--- config.mk ---
export PLATFORM = sky130hd
export DESIGN_NAME = conv_tile_loader
export DESIGN_NICKNAME = d
export VERILOG_FILES = /design/src/rtl/conv_tile_loader.sv
export SDC_FILE = /design/constraint.sdc
export NUM_CORES = 1
export LEC_CHECK = 0
export CAP_MARGIN = 20
export CELL_PAD_IN_SITES_DETAIL_PLACEMENT = 1
export CELL_PAD_IN_SITES_GLOBAL_PLACEMENT = 2
export CORE_ASPECT_RATIO = 0.7
export CORE_UTILIZATION = 30
export DETAILED_ROUTE_END_ITERATION = 8
export GPL_TIMING_DRIVEN = 0
export MAX_ROUTING_LAYER = met4
export PLACE_DENSITY = 0.88
export SYNTH_ARGS = -nofsm -noshare
export SYNTH_HDL_FRONTEND = slang
export SYNTH_SLANG_ARGS = --single-unit
--- constraint.sdc ---
create_clock -name clk -period 9.6 [get_ports clk]
set_input_delay 1.92 -clock clk [delete_from_list [all_inputs] [get_ports clk]]
set_output_delay 1.92 -clock clk [all_outputs]
set_load 0.01 [all_outputs]
--- src/rtl/conv_tile_loader.sv ---
// conv_tile_loader: serial front end for the single-PE 3x3 convolution engine.
// Collects 9 weights + 16 activations from a byte stream into parallel registers,
// kicks the engine, captures its four 2x2 results and streams them back out.
module conv_tile_loader #(
  parameter int unsigned DONE_TIMEOUT = 255
) (
  input  logic         clk,
  input  logic         rst,
  input  logic         s_valid,
  input  logic [7:0]   s_data,
  output logic         s_ready,
  output logic [71:0]  w_flat,
  output logic [127:0] in_flat,
  output logic         conv_start,
  input  logic         conv_done,
  input  logic [31:0]  conv_res,
  output logic         m_valid,
  output logic [7:0]   m_data,
  output logic         m_last,
  input  logic         m_ready,
  output logic         busy,
  output logic         err
);

  typedef enum logic [2:0] {
    StIdle,
    StLoad,
    StStart,
    StWaitDone,
    StDrain
  } state_e;

  state_e         r_state;
  logic [4:0]     r_k;
  logic [15:0]    r_cnt;
  logic [1:0]     r_beat;
  logic [31:0]    r_res;
  logic [71:0]    r_w;
  logic [127:0]   r_in;
  logic           r_s_ready;
  logic           r_conv_start;
  logic           r_m_valid;
  logic [7:0]     r_m_data;
  logic           r_m_last;
  logic           r_busy;
  logic           r_err;

  logic           w_accept;
  logic [3:0]     w_w_slot;
  logic [3:0]     w_in_slot;
  logic [15:0]    w_cnt_next;
  logic           w_timeout;
  logic [1:0]     w_beat_next;

  assign w_accept    = r_s_ready && s_valid;
  assign w_w_slot    = r_k[3:0];
  // Activation slot is the byte index minus the 9 weight bytes in front of it.
  assign w_in_slot   = 4'(r_k - 5'd9);
  assign w_cnt_next  = r_cnt + 16'd1;
  assign w_timeout   = (w_cnt_next == 16'(DONE_TIMEOUT));
  assign w_beat_next = r_beat + 2'd1;

  assign s_ready    = r_s_ready;
  assign w_flat     = r_w;
  assign in_flat    = r_in;
  assign conv_start = r_conv_start;
  assign m_valid    = r_m_valid;
  assign m_data     = r_m_data;
  assign m_last     = r_m_last;
  assign busy       = r_busy;
  assign err        = r_err;

  // Control FSM with all outputs registered alongside the state.
  always_ff @(posedge clk or posedge rst) begin
    if (rst) begin
      r_state      <= StIdle;
      r_k          <= '0;
      r_cnt        <= '0;
      r_beat       <= '0;
      r_res        <= '0;
      r_w          <= '0;
      r_in         <= '0;
      r_s_ready    <= 1'b0;
      r_conv_start <= 1'b0;
      r_m_valid    <= 1'b0;
      r_m_data     <= '0;
      r_m_last     <= 1'b0;
      r_busy       <= 1'b1;
      r_err        <= 1'b0;
    end else begin
      case (r_state)
        StIdle: begin
          r_state   <= StLoad;
          r_s_ready <= 1'b1;
          r_busy    <= 1'b0;
        end

        StLoad: begin
          if (w_accept) begin
            if (r_k < 5'd9) begin
              r_w[{w_w_slot, 3'b000} +: 8] <= s_data;
            end else begin
              r_in[{w_in_slot, 3'b000} +: 8] <= s_data;
            end
            if (r_k == 5'd24) begin
              r_k          <= '0;
              r_state      <= StStart;
              r_s_ready    <= 1'b0;
              r_busy       <= 1'b1;
              r_conv_start <= 1'b1;
            end else begin
              r_k <= r_k + 5'd1;
            end
          end
        end

        StStart: begin
          r_conv_start <= 1'b0;
          r_cnt        <= '0;
          r_state      <= StWaitDone;
        end

        StWaitDone: begin
          // Done is checked first so it wins over a timeout on the same edge.
          if (conv_done) begin
            r_res     <= conv_res;
            r_m_data  <= conv_res[7:0];
            r_m_valid <= 1'b1;
            r_m_last  <= 1'b0;
            r_beat    <= '0;
            r_cnt     <= '0;
            r_state   <= StDrain;
          end else if (w_timeout) begin
            r_err     <= 1'b1;
            r_res     <= '0;
            r_m_data  <= '0;
            r_m_valid <= 1'b1;
            r_m_last  <= 1'b0;
            r_beat    <= '0;
            r_cnt     <= '0;
            r_state   <= StDrain;
          end else begin
            r_cnt <= w_cnt_next;
          end
        end

        StDrain: begin
          if (r_m_valid && m_ready) begin
            if (r_beat == 2'd3) begin
              r_beat    <= '0;
              r_m_valid <= 1'b0;
              r_m_last  <= 1'b0;
              r_m_data  <= '0;
              r_s_ready <= 1'b1;
              r_busy    <= 1'b0;
              r_state   <= StLoad;
            end else begin
              r_beat   <= w_beat_next;
              r_m_data <= r_res[{w_beat_next, 3'b000} +: 8];
              r_m_last <= (w_beat_next == 2'd3);
            end
          end
        end

        default: r_state <= StIdle;
      endcase
    end
  end

endmodule

Word-level counts from Yosys, hierarchy flattened --
Cells that the tools add are included.
Storage, ports and cells: register bits after elaboration 272, input port bits 45, output and inout bits 214, word-level logic and storage cells 103
Operators by class: magnitude comparators 1, shift operators 5, bitwise operators 2, equal/unequal tests 13, mux-type cells 44, add/subtract/negate cells 6, reduce and logical (&&, ||, !) cells 18
Operators with widths (number):
- $bwmux W128 | 1
- $shift A8 B9 Y128 const A | 1
- $shiftx A8 B9 Y128 | 1
- $bwmux W72 | 1
- $shift A8 B9 Y72 const A | 1
- $shiftx A8 B9 Y72 | 1
- $mux W32 | 2
- $mux W16 | 2
- $mux W8 | 4
- $pmux W16 S2 | 1
- $shiftx A32 B6 Y8 | 1
- $mux W3 | 6
- $neg A7 Y9 | 2
- $add A16 B1 Y16 const B | 1
- $eq A16 B8 Y1 const B | 1
- $pmux W8 S2 | 1
- $pmux W3 S5 | 1
- $reduce_and A3 Y1 | 5
- $mux W1 | 14
- $reduce_and A5 Y1 | 2
- $mux W2 | 4
- $ne A2 B2 Y1 const B | 4
- $reduce_bool A2 Y1 | 4
- $eq A3 B2 Y1 const B | 2
- 19 further kinds | 26

Longest topological paths before layout --
Gate-level depths: netlist of the first run.
depth after elaboration 5, gate-level depth with buffers 10, mapped depth without buffers 9

Worst setup path after synthesis of the first run --
Ideal clock, no wire load.
kind input port to flip-flop, start input s_valid, end register r_in[120] (netlist: in_flat[120]), stages on the path 7, arrival 3.376 ns, buffers on the path 1, required time 9.475 ns, setup time 0.125 ns, setup slack 6.100 ns, path through nand4_1 > o21bai_1 > a21oi_1 > and2_1 > clkbuf_1 > nand3_1 > mux2_2
Between the ends: cells in the longest elaborated chain, start to end 2
Ends and longest elaborated chain:
- from (decl) | line 9 | input logic s_valid,
- $logic_and A1 B1 Y1 | line 55 | assign w_accept = r_s_ready && s_valid;
- $reduce_and A3 Y1 (no line)
- to (signal, indexed assignment) | line 103 | r_in[{w_in_slot, 3'b000} +: 8] <= s_data;
- to (decl) | line 39 | logic [127:0] r_in;
Every way passes these cells. A chain may end at the register's enable or synchronous reset.

Final worst setup path of the first run --
start input s_valid, end register r_in[125] (netlist: in_flat[125])
Same word-level chain as after synthesis.

==> impl_results.md, run 1 <==
- Commonest cells after routing, fill and taps aside: sky130_fd_sc_hd__dfrtp_1, sky130_fd_sc_hd__clkdlybuf4s50_1, sky130_fd_sc_hd__nand2_1, sky130_fd_sc_hd__mux2_2, sky130_fd_sc_hd__o21ai_0
- Critical path capture point type: flop
- Cell area after technology mapping: 0.0117 mm^2
- TritonRoute pass-1 iters: 5
- Filler cells: 4162
- Post-CTS resize count: 0
- DRT antenna net count: 0
- Standby leakage power: roughly 7 nW
- Count of yosys warnings during synthesis: 0
- Capturing element of the worst setup path: in_flat[125]$_DFFE_PP0P_
- Die width: 238 um
- Utilization after layout: between 40% and 50%
- Worst Hold Depth: 1
- CTS clock-pin slew for the worst setup and hold paths: around 0.060 ns
- Total core area: 0.0384 mm^2
- Required time of the worst setup path: 10.05 ns
- TritonCTS clock tree: done
- Remaining design rule violation count: 0
- Post-placement worst setup slack: 4.73 ns
- Placed cell area: 0.0150 mm^2
- Tightest slew margin relative to the limit: 30.2%
- Wire length of the first global-routing pass: 57800 um
- Vias in the first global route: 9545
- FP Rows: 60
- Leftover overflow at the end of global routing: 0
- Maximum capacitance violations: 0
- FF+latch area: between 0.006 and 0.007 mm^2
- Number of enable flip-flop cells after synthesis: 0
- Footprint of the multi-input gates: 0.00464 mm^2
- Starting density of the core: a little over 30%
- Total I/O pin count: roughly 260
- TritonCTS Buffers: 29
- Unique masters post-synth: 58
- Highest Clock Rate: ~230 MHz
- Max Root-Sink Buffers: 3
- Hold Fails Final Rpt: 0
- Main synth FF type: sky130_fd_sc_hd__dfrtp_1
- Total length of routed wires: 37000 um
- Final HPWL DP: roughly 26000 um
- Maximum vdd drop: about 140 uV
- Post-CTS Hold Buffers: 0
- Net count after synthesis: ~1000
- Proportion of layout cells with a drive suffix above 1: 17.7%
- Number of antenna violations at the first check in global routing: 3
- Routability Congestion: approximately 0.8
- Outcome: completed
- Minimum setup slack among reg-to-reg paths: 6.11 ns
- Maximum number of pins on one net before global-route repair: 111
- Worst-margin pin slew: 1.05 ns
- Clock latency of the later-clocked register in the worst-skew pair: 0.57 ns
- Launching instance or port of the critical path: s_valid
- Worst-case setup margin in the final layout: 5.33 ns
- Cell area after layout: 0.0160 mm^2
- Kind of start point of the critical path: primary input
- Launching point of the worst reg2reg path: r_k[0]$_DFFE_PP0P_
- End of the worst register-to-register path: in_flat[82]$_DFFE_PP0P_
- Post-CTS Setup Inserts: 0
- CTS H-Tree Depth: 1
- Worst R2R Path Depth: 8
- Min Clock Period, post-route: 4.27 ns
- Total power draw: 4.78 mW
- WL/cell: 20.2 um
- Die boundary height: 167 um
- Final Net Count: 1337
- Setup violation total in the final timing report: 0
- Root buffer cell: sky130_fd_sc_hd__clkbuf_16
- Diode insertion count for antenna repair: 0
- Power density over the cells: 299 mW/mm^2
- Arrival time at the worst endpoint: 4.71 ns
- Final worst clock skew: 0.0101 ns
- Global router's overall resource usage: 19.1%
- Signed area change from the synthesized netlist to the final layout: 36.3%
- Portion of the post-synthesis area used by sequential elements: 58.1%
- Count of routing violations after the opening detailed-route iteration: 406
- Top fanout value on the critical path: 8
- Hold/Removal Path Class: reg2reg
- Crit Path Category: in2reg
- Via/cell ratio: 4.90
- Portion of the clock cycle consumed by the worst path in the final layout: between 40 and 50%
- Total via count after detailed routing: 8960
- Total Die Area: 0.0399 mm^2
- Mapped Cells: 993
- Hold path startpoint: err$_DFFE_PP0P_
- Commonest non-fill, non-tap cell in the layout: sky130_fd_sc_hd__dfrtp_1
- Setup repair after global routing missed its margin: false
- Count of port buffers added during placement: 254
- Max Transition Viols Final: 0
- #FFs+latches synth: between 200 and 300
- Post-Syn Area per Cell: 11.8 um^2
- FFs w/ async S/R, synth: 100%
- TritonCTS Sinks: 272
-- per-stage QoR --
step	TNS (ns)	std cells	hold slack [ns]
2_1_floorplan	0	993	0.467
3_3_place_gp	-904.91	1774	0.463
3_5_place_dp	0	1776	0.467
4_1_cts	0	1829	0.487
5_1_grt	0	1830	0.518
6_report	0	1830	0.481
-- where the power goes --
part	internal, mW	switching, mW	total, mW	leakage (nW)
clock	0.669	0.480	1.15	0.479
combinational	0.943	0.936	1.88	2.90
sequential	1.51	0.242	1.76	3.65
-- registers in the layout, summed over array words and instances (netlist names), 2 cells and up --
| signal | cells |
|---|---|
| r_cnt | 16 |
| r_res | 32 |
| m_data | 8 |
| in_flat | 128 |
| r_beat | 2 |
| r_state | 3 |
| w_flat | 72 |
| r_k | 5 |
-- cell usage after synthesis, types with 2 or more instances --
master,instances,area [um^2]
sky130_fd_sc_hd__nand4_1,8,50.1
sky130_fd_sc_hd__inv_1,11,41.3
sky130_fd_sc_hd__buf_6,4,45.0
sky130_fd_sc_hd__or2_1,2,12.5
sky130_fd_sc_hd__a32oi_1,2,17.5
sky130_fd_sc_hd__buf_2,8,40.0
sky130_fd_sc_hd__dfrtp_1,271,6780
sky130_fd_sc_hd__buf_4,3,22.5
sky130_fd_sc_hd__and2_1,33,206
sky130_fd_sc_hd__and4_1,3,26.3
sky130_fd_sc_hd__mux2_2,141,1590
sky130_fd_sc_hd__o31ai_1,6,45.0
sky130_fd_sc_hd__nor2b_1,5,31.3
sky130_fd_sc_hd__nor3_1,11,55.1
sky130_fd_sc_hd__xor2_1,3,26.3
sky130_fd_sc_hd__o21bai_1,2,15.0
sky130_fd_sc_hd__xnor2_1,9,78.8
sky130_fd_sc_hd__a31oi_1,3,18.8
sky130_fd_sc_hd__nor2_1,33,124
sky130_fd_sc_hd__or3_1,4,25.0
sky130_fd_sc_hd__nor4_1,2,12.5
sky130_fd_sc_hd__a22o_1,42,368
sky130_fd_sc_hd__nor2_2,9,56.3
sky130_fd_sc_hd__nand2_1,151,567
sky130_fd_sc_hd__nand3_1,37,185
sky130_fd_sc_hd__o2111ai_1,2,17.5
sky130_fd_sc_hd__a21o_1,3,22.5
sky130_fd_sc_hd__o311ai_0,3,26.3
sky130_fd_sc_hd__o22ai_1,2,12.5
sky130_fd_sc_hd__mux4_2,8,180
sky130_fd_sc_hd__ha_1,11,138
sky130_fd_sc_hd__o21ai_0,77,385
sky130_fd_sc_hd__a211o_1,2,17.5
sky130_fd_sc_hd__nand2b_1,5,31.3
sky130_fd_sc_hd__and3_1,9,56.3
sky130_fd_sc_hd__clkbuf_1,32,120
sky130_fd_sc_hd__a21oi_1,15,75.1
-- cell families (layout without fill, tap and decap cells) --
logic type | Yosys count | after routing | share of synthesized area [%]
DFF | 272 | 272 | 58.1
xor gates and xnor gates | 12 | 12 | 0.897
muxes | 150 | 150 | 15.2
adders and majority gates | 11 | 11 | 1.17
buffers and inverters | 60 | 370 | 2.37
AOI/OAI and AO/OA | 169 | 169 | 9.42
and+or+nand+nor | 319 | 319 | 12.9
-- routing by layer --
layer  GRT usage (%)  part of all wire (%)
met2            30.7                    47
met1            25.8                    47
met3            3.28                   4.7
met4            2.90                   1.4
met5               -                     0
-- how the worst min path moves through the flow --
| stage | slack [ns] | endpoint |
|---|---|---|
| floorplan | 0.47 | r_res[10]$_DFFE_PP0P_ |
| global placement | 0.46 | w_flat[56]$_DFFE_PP0P_ |
| detailed placement | 0.47 | err$_DFFE_PP0P_ |
| CTS | 0.49 | w_flat[60]$_DFFE_PP0P_ |
| global route | 0.52 | r_res[15]$_DFFE_PP0P_ |
| finish | 0.48 | err$_DFFE_PP0P_ |
-- critical path, cell delays in order --
cell                              delay (ns)
sky130_fd_sc_hd__clkdlybuf4s50_1        0.48
sky130_fd_sc_hd__nand4_1                0.29
sky130_fd_sc_hd__o21bai_1               0.29
sky130_fd_sc_hd__a21oi_1                0.42
sky130_fd_sc_hd__and2_1                 0.20
sky130_fd_sc_hd__clkbuf_1               0.17
sky130_fd_sc_hd__nand3_1                0.47
sky130_fd_sc_hd__mux2_2                 0.46
-- cell type report --
cell class / instances / share of cell area, %
Timing Repair Buffer: 257 / 16.3
Sequential cell: 272 / 42.6
Buffer: 49 / 1.48
Clock inverter: 11 / 0.846
Inverter: 11 / 0.305
Clock buffer: 42 / 5.29
Multi-Input combinational cell: 661 / 29.0
Tap cell: 527 / 4.13
No activity file was read; power rests on OpenSTA's default activity.
==> run 2: changes to the inputs <==
CORE_UTILIZATION = 33   (was 30)
PLACE_DENSITY = 0.91   (was 0.88)
clock period = 4.4 ns   (was 9.6 ns; I/O delays follow)
==> run 2 against run 1 <==
Combinational power rose by 120%. Die area shrank 9.0%. Via count decreased by 0.13%. Count of clock-buffer cells in the layout grew 1. Clock power increased by 120%.
==> impl_results.md, run 2 (same netlist as run 1, synthesis figures left out) <==
- Met2 routed WL: 17500 um (about the same)
- Die width: 227 um (was 238 um)
- CTS H-Tree Depth: 1 (unchanged)
- Worst-margin pin slew: 0.997 ns (was 1.05 ns)
- Hold Fails Final Rpt: 0 (unchanged)
- Die boundary height: 160 um (was 167 um)
- Flip-flop count of the largest register after layout: 128 (unchanged)
- Portion of the clock cycle consumed by the worst path in the final layout: around four fifths
- Signed area change from the synthesized netlist to the final layout: 36.3% (about the same)
- Tightest slew margin relative to the limit: 33.6% (was 30.2%)
- Kind of start point of the critical path: flop (was primary input)
- Utilization after layout: 45.9% (was 41.6%)
- Final Net Count: 1341 (was 1337)
- Met1 layer wirelength in the final routing: 16800 um (was 17200 um)
- CTS clock-pin slew for the worst setup and hold paths: 0.07 ns (was 0.06 ns)
- Count of routing violations after the opening detailed-route iteration: 617 (was 406)
- Post-CTS resize count: 0 (unchanged)
- Total length of routed wires: 37100 um (was 37000 um)
- Worst-case setup margin in the final layout: 0.852 ns (was 5.33 ns)
- Hold/Removal Path Class: reg2reg (unchanged)
- Diode insertion count for antenna repair: 0 (unchanged)
- Highest Clock Rate: 282 MHz
- Capturing element of the worst setup path: in_flat[20]$_DFFE_PP0P_ (was in_flat[125]$_DFFE_PP0P_)
- Setup repair after global routing missed its margin: false (unchanged)
- TritonCTS Buffers: 28 (was 29)
- Placed cell count: 1727 (was 1776)
- Max layer used: met4 (unchanged)
- WL/cell: 20.9 um (was 20.2 um)
- Total core area: 0.0348 mm^2 (was 0.0384 mm^2)
- Root buffer cell: sky130_fd_sc_hd__clkbuf_16 (unchanged)
- Maximum vdd drop: 285 uV (was 141 uV)
- Required time of the worst setup path: 4.83 ns (was 10.05 ns)
- Commonest non-fill, non-tap cell in the layout: sky130_fd_sc_hd__dfrtp_1 (unchanged)
- Post-placement worst setup slack: 0.625 ns (was 4.73 ns)
- FP Rows: 57 (was 60)
- Final HPWL DP: 26800 um (was 26200 um)
- TritonRoute pass-1 iters: 5 (unchanged)
- Post-CTS Setup Inserts: 0 (unchanged)
- Global router's overall resource usage: 21.3% (was 19.1%)
- Launching point of the worst reg2reg path: r_k[0]$_DFFE_PP0P_ (unchanged)
- Max Transition Viols Final: 0 (unchanged)
- Filler cells: 3781 (was 4162)
- Number of antenna violations at the first check in global routing: 0 (was 3)
- Proportion of layout cells with a drive suffix above 1: 17.8% (was 17.7%)
- DRT antenna net count: 0 (unchanged)
- Setup violation total in the final timing report: 0 (unchanged)
- Total I/O pin count: 259 (unchanged)
- Final worst clock skew: 0.0165 ns (was 0.0101 ns)
- Critical path capture point type: flop (unchanged)
- Launching instance or port of the critical path: r_k[0]$_DFFE_PP0P_ (was s_valid)
- Power density over the cells: 656 mW/mm^2 (was 299 mW/mm^2)
- Footprint of the multi-input gates: 0.00464 mm^2 (unchanged)
- Wire length of the first global-routing pass: 58000 um (was 57800 um)
- Minimum setup slack among reg-to-reg paths: 0.85 ns (was 6.11 ns)
- Sum of met3 wire segment lengths after detailed routing: 2170 um (was 1750 um)
- Post-CTS Hold Buffers: 0 (unchanged)
- FF+latch area: 0.00681 mm^2 (unchanged)
- Min Clock Period, post-route: 3.55 ns
- Arrival time at the worst endpoint: 3.98 ns (was 4.71 ns)
- Count of port buffers added during placement: 254 (unchanged)
- Standby leakage power: 7.06 nW (was 7.03 nW)
- Post-layout instance count excluding filler cells: 1779 (was 1830)
- Outcome: completed (unchanged)
- Starting density of the core: 33.7% (was 30.5%)
- Remaining design rule violation count: 0 (unchanged)
- Routability Congestion: 0.817 (about the same)
- Maximum capacitance violations: 0 (unchanged)
- Via/cell ratio: 5.03 (was 4.90)
- Max Root-Sink Buffers: 3 (unchanged)
- Commonest cells after routing, fill and taps aside: sky130_fd_sc_hd__dfrtp_1, sky130_fd_sc_hd__clkdlybuf4s50_1, sky130_fd_sc_hd__nand2_1, sky130_fd_sc_hd__mux2_2, sky130_fd_sc_hd__o21ai_0 (unchanged)
- Top fanout value on the critical path: 11 (was 8)
- Crit Path Category: reg2reg (was in2reg)
- Setup_tns: 0 ns (unchanged)
- End of the worst register-to-register path: in_flat[20]$_DFFE_PP0P_ (was in_flat[82]$_DFFE_PP0P_)
- Leftover overflow at the end of global routing: 0 (unchanged)
- Total via count after detailed routing: 8948 (was 8960)
- Total Die Area: 0.0363 mm^2 (was 0.0399 mm^2)
- Maximum number of pins on one net before global-route repair: 42 (was 111)
- Total power draw: 10.5 mW (was 4.78 mW)
- Clock latency of the later-clocked register in the worst-skew pair: 0.55 ns (was 0.57 ns)
- TritonCTS Sinks: 272 (unchanged)
- Worst R2R Path Depth: 8 (unchanged)
- Vias in the first global route: 9682 (was 9545)
- TritonCTS clock tree: done (unchanged)
[run 2: cell types whose count changed in the layout (fill, tap and decap cells not counted)]
cell	before	now
sky130_fd_sc_hd__buf_12	0	7
sky130_fd_sc_hd__buf_16	2	0
sky130_fd_sc_hd__inv_8	2	0
sky130_fd_sc_hd__bufinv_16	2	3
sky130_fd_sc_hd__clkbuf_1	38	39
sky130_fd_sc_hd__clkbuf_16	29	28
sky130_fd_sc_hd__clkbuf_8	7	8
sky130_fd_sc_hd__clkinv_2	4	3
sky130_fd_sc_hd__clkinv_8	0	1
sky130_fd_sc_hd__inv_16	1	0
[run 2: metal layers]
layer / global-route usage, % / vias to the layer above
met5: - / -
met4: 4.00 / 0
met3: 4.08 / 51
met2: 33.1 / 238
met1: 29.1 / 4565
li1: - / 4094
[run 2: worst min-delay path by stage]
stage / start / endpoint / slack [ns] / cells past startpoint
CTS: w_flat[61]$_DFFE_PP0P_ / w_flat[61]$_DFFE_PP0P_ / 0.49 / 2
detailed placement: w_flat[61]$_DFFE_PP0P_ / w_flat[61]$_DFFE_PP0P_ / 0.47 / 2
global placement: w_flat[24]$_DFFE_PP0P_ / w_flat[24]$_DFFE_PP0P_ / 0.46 / 2
floorplan: r_res[10]$_DFFE_PP0P_ / r_res[10]$_DFFE_PP0P_ / 0.47 / 1
finish: w_flat[61]$_DFFE_PP0P_ / w_flat[61]$_DFFE_PP0P_ / 0.49 / 2
global route: in_flat[69]$_DFFE_PP0P_ / in_flat[69]$_DFFE_PP0P_ / 0.51 / 2
[run 2: per-stage QoR]
step | cell area [um^2] | hold slack (ns)
2_1_floorplan | 11700 | 0.467
3_3_place_gp | 14900 | 0.463
3_5_place_dp | 15000 | 0.473
4_1_cts | 16000 | 0.487
5_1_grt | 16000 | 0.508
6_report | 16000 | 0.486
[run 2: area by class of cell]
type                            count  share of cell area [%]
Timing Repair Buffer              262                    16.8
Clock buffer                       43                    5.24
Clock inverter                      9                   0.861
Tap cell                          472                    3.70
Multi-Input combinational cell    661                    29.0
Sequential cell                   272                    42.6
Inverter                           11                   0.282
Buffer                             49                    1.48
[run 2: where the power goes]
group | internal, mW | switching [mW] | total [mW] | leakage (nW)
logic | 2.06 | 2.07 | 4.13 | 2.94
registers | 3.30 | 0.539 | 3.84 | 3.65
clock network | 1.49 | 1.02 | 2.51 | 0.477
total | 6.85 | 3.63 | 10.5 | 7.06
[run 2: critical path: stages (launching register included)]
cell and delay (ns):
sky130_fd_sc_hd__dfrtp_1 0.60, sky130_fd_sc_hd__inv_1 0.21, sky130_fd_sc_hd__ha_1 0.33, sky130_fd_sc_hd__xnor2_1 0.51, sky130_fd_sc_hd__a21oi_1 0.22, sky130_fd_sc_hd__xnor2_1 0.34
sky130_fd_sc_hd__nand2_1 0.25, sky130_fd_sc_hd__nor2_2 0.55, sky130_fd_sc_hd__mux2_2 0.40
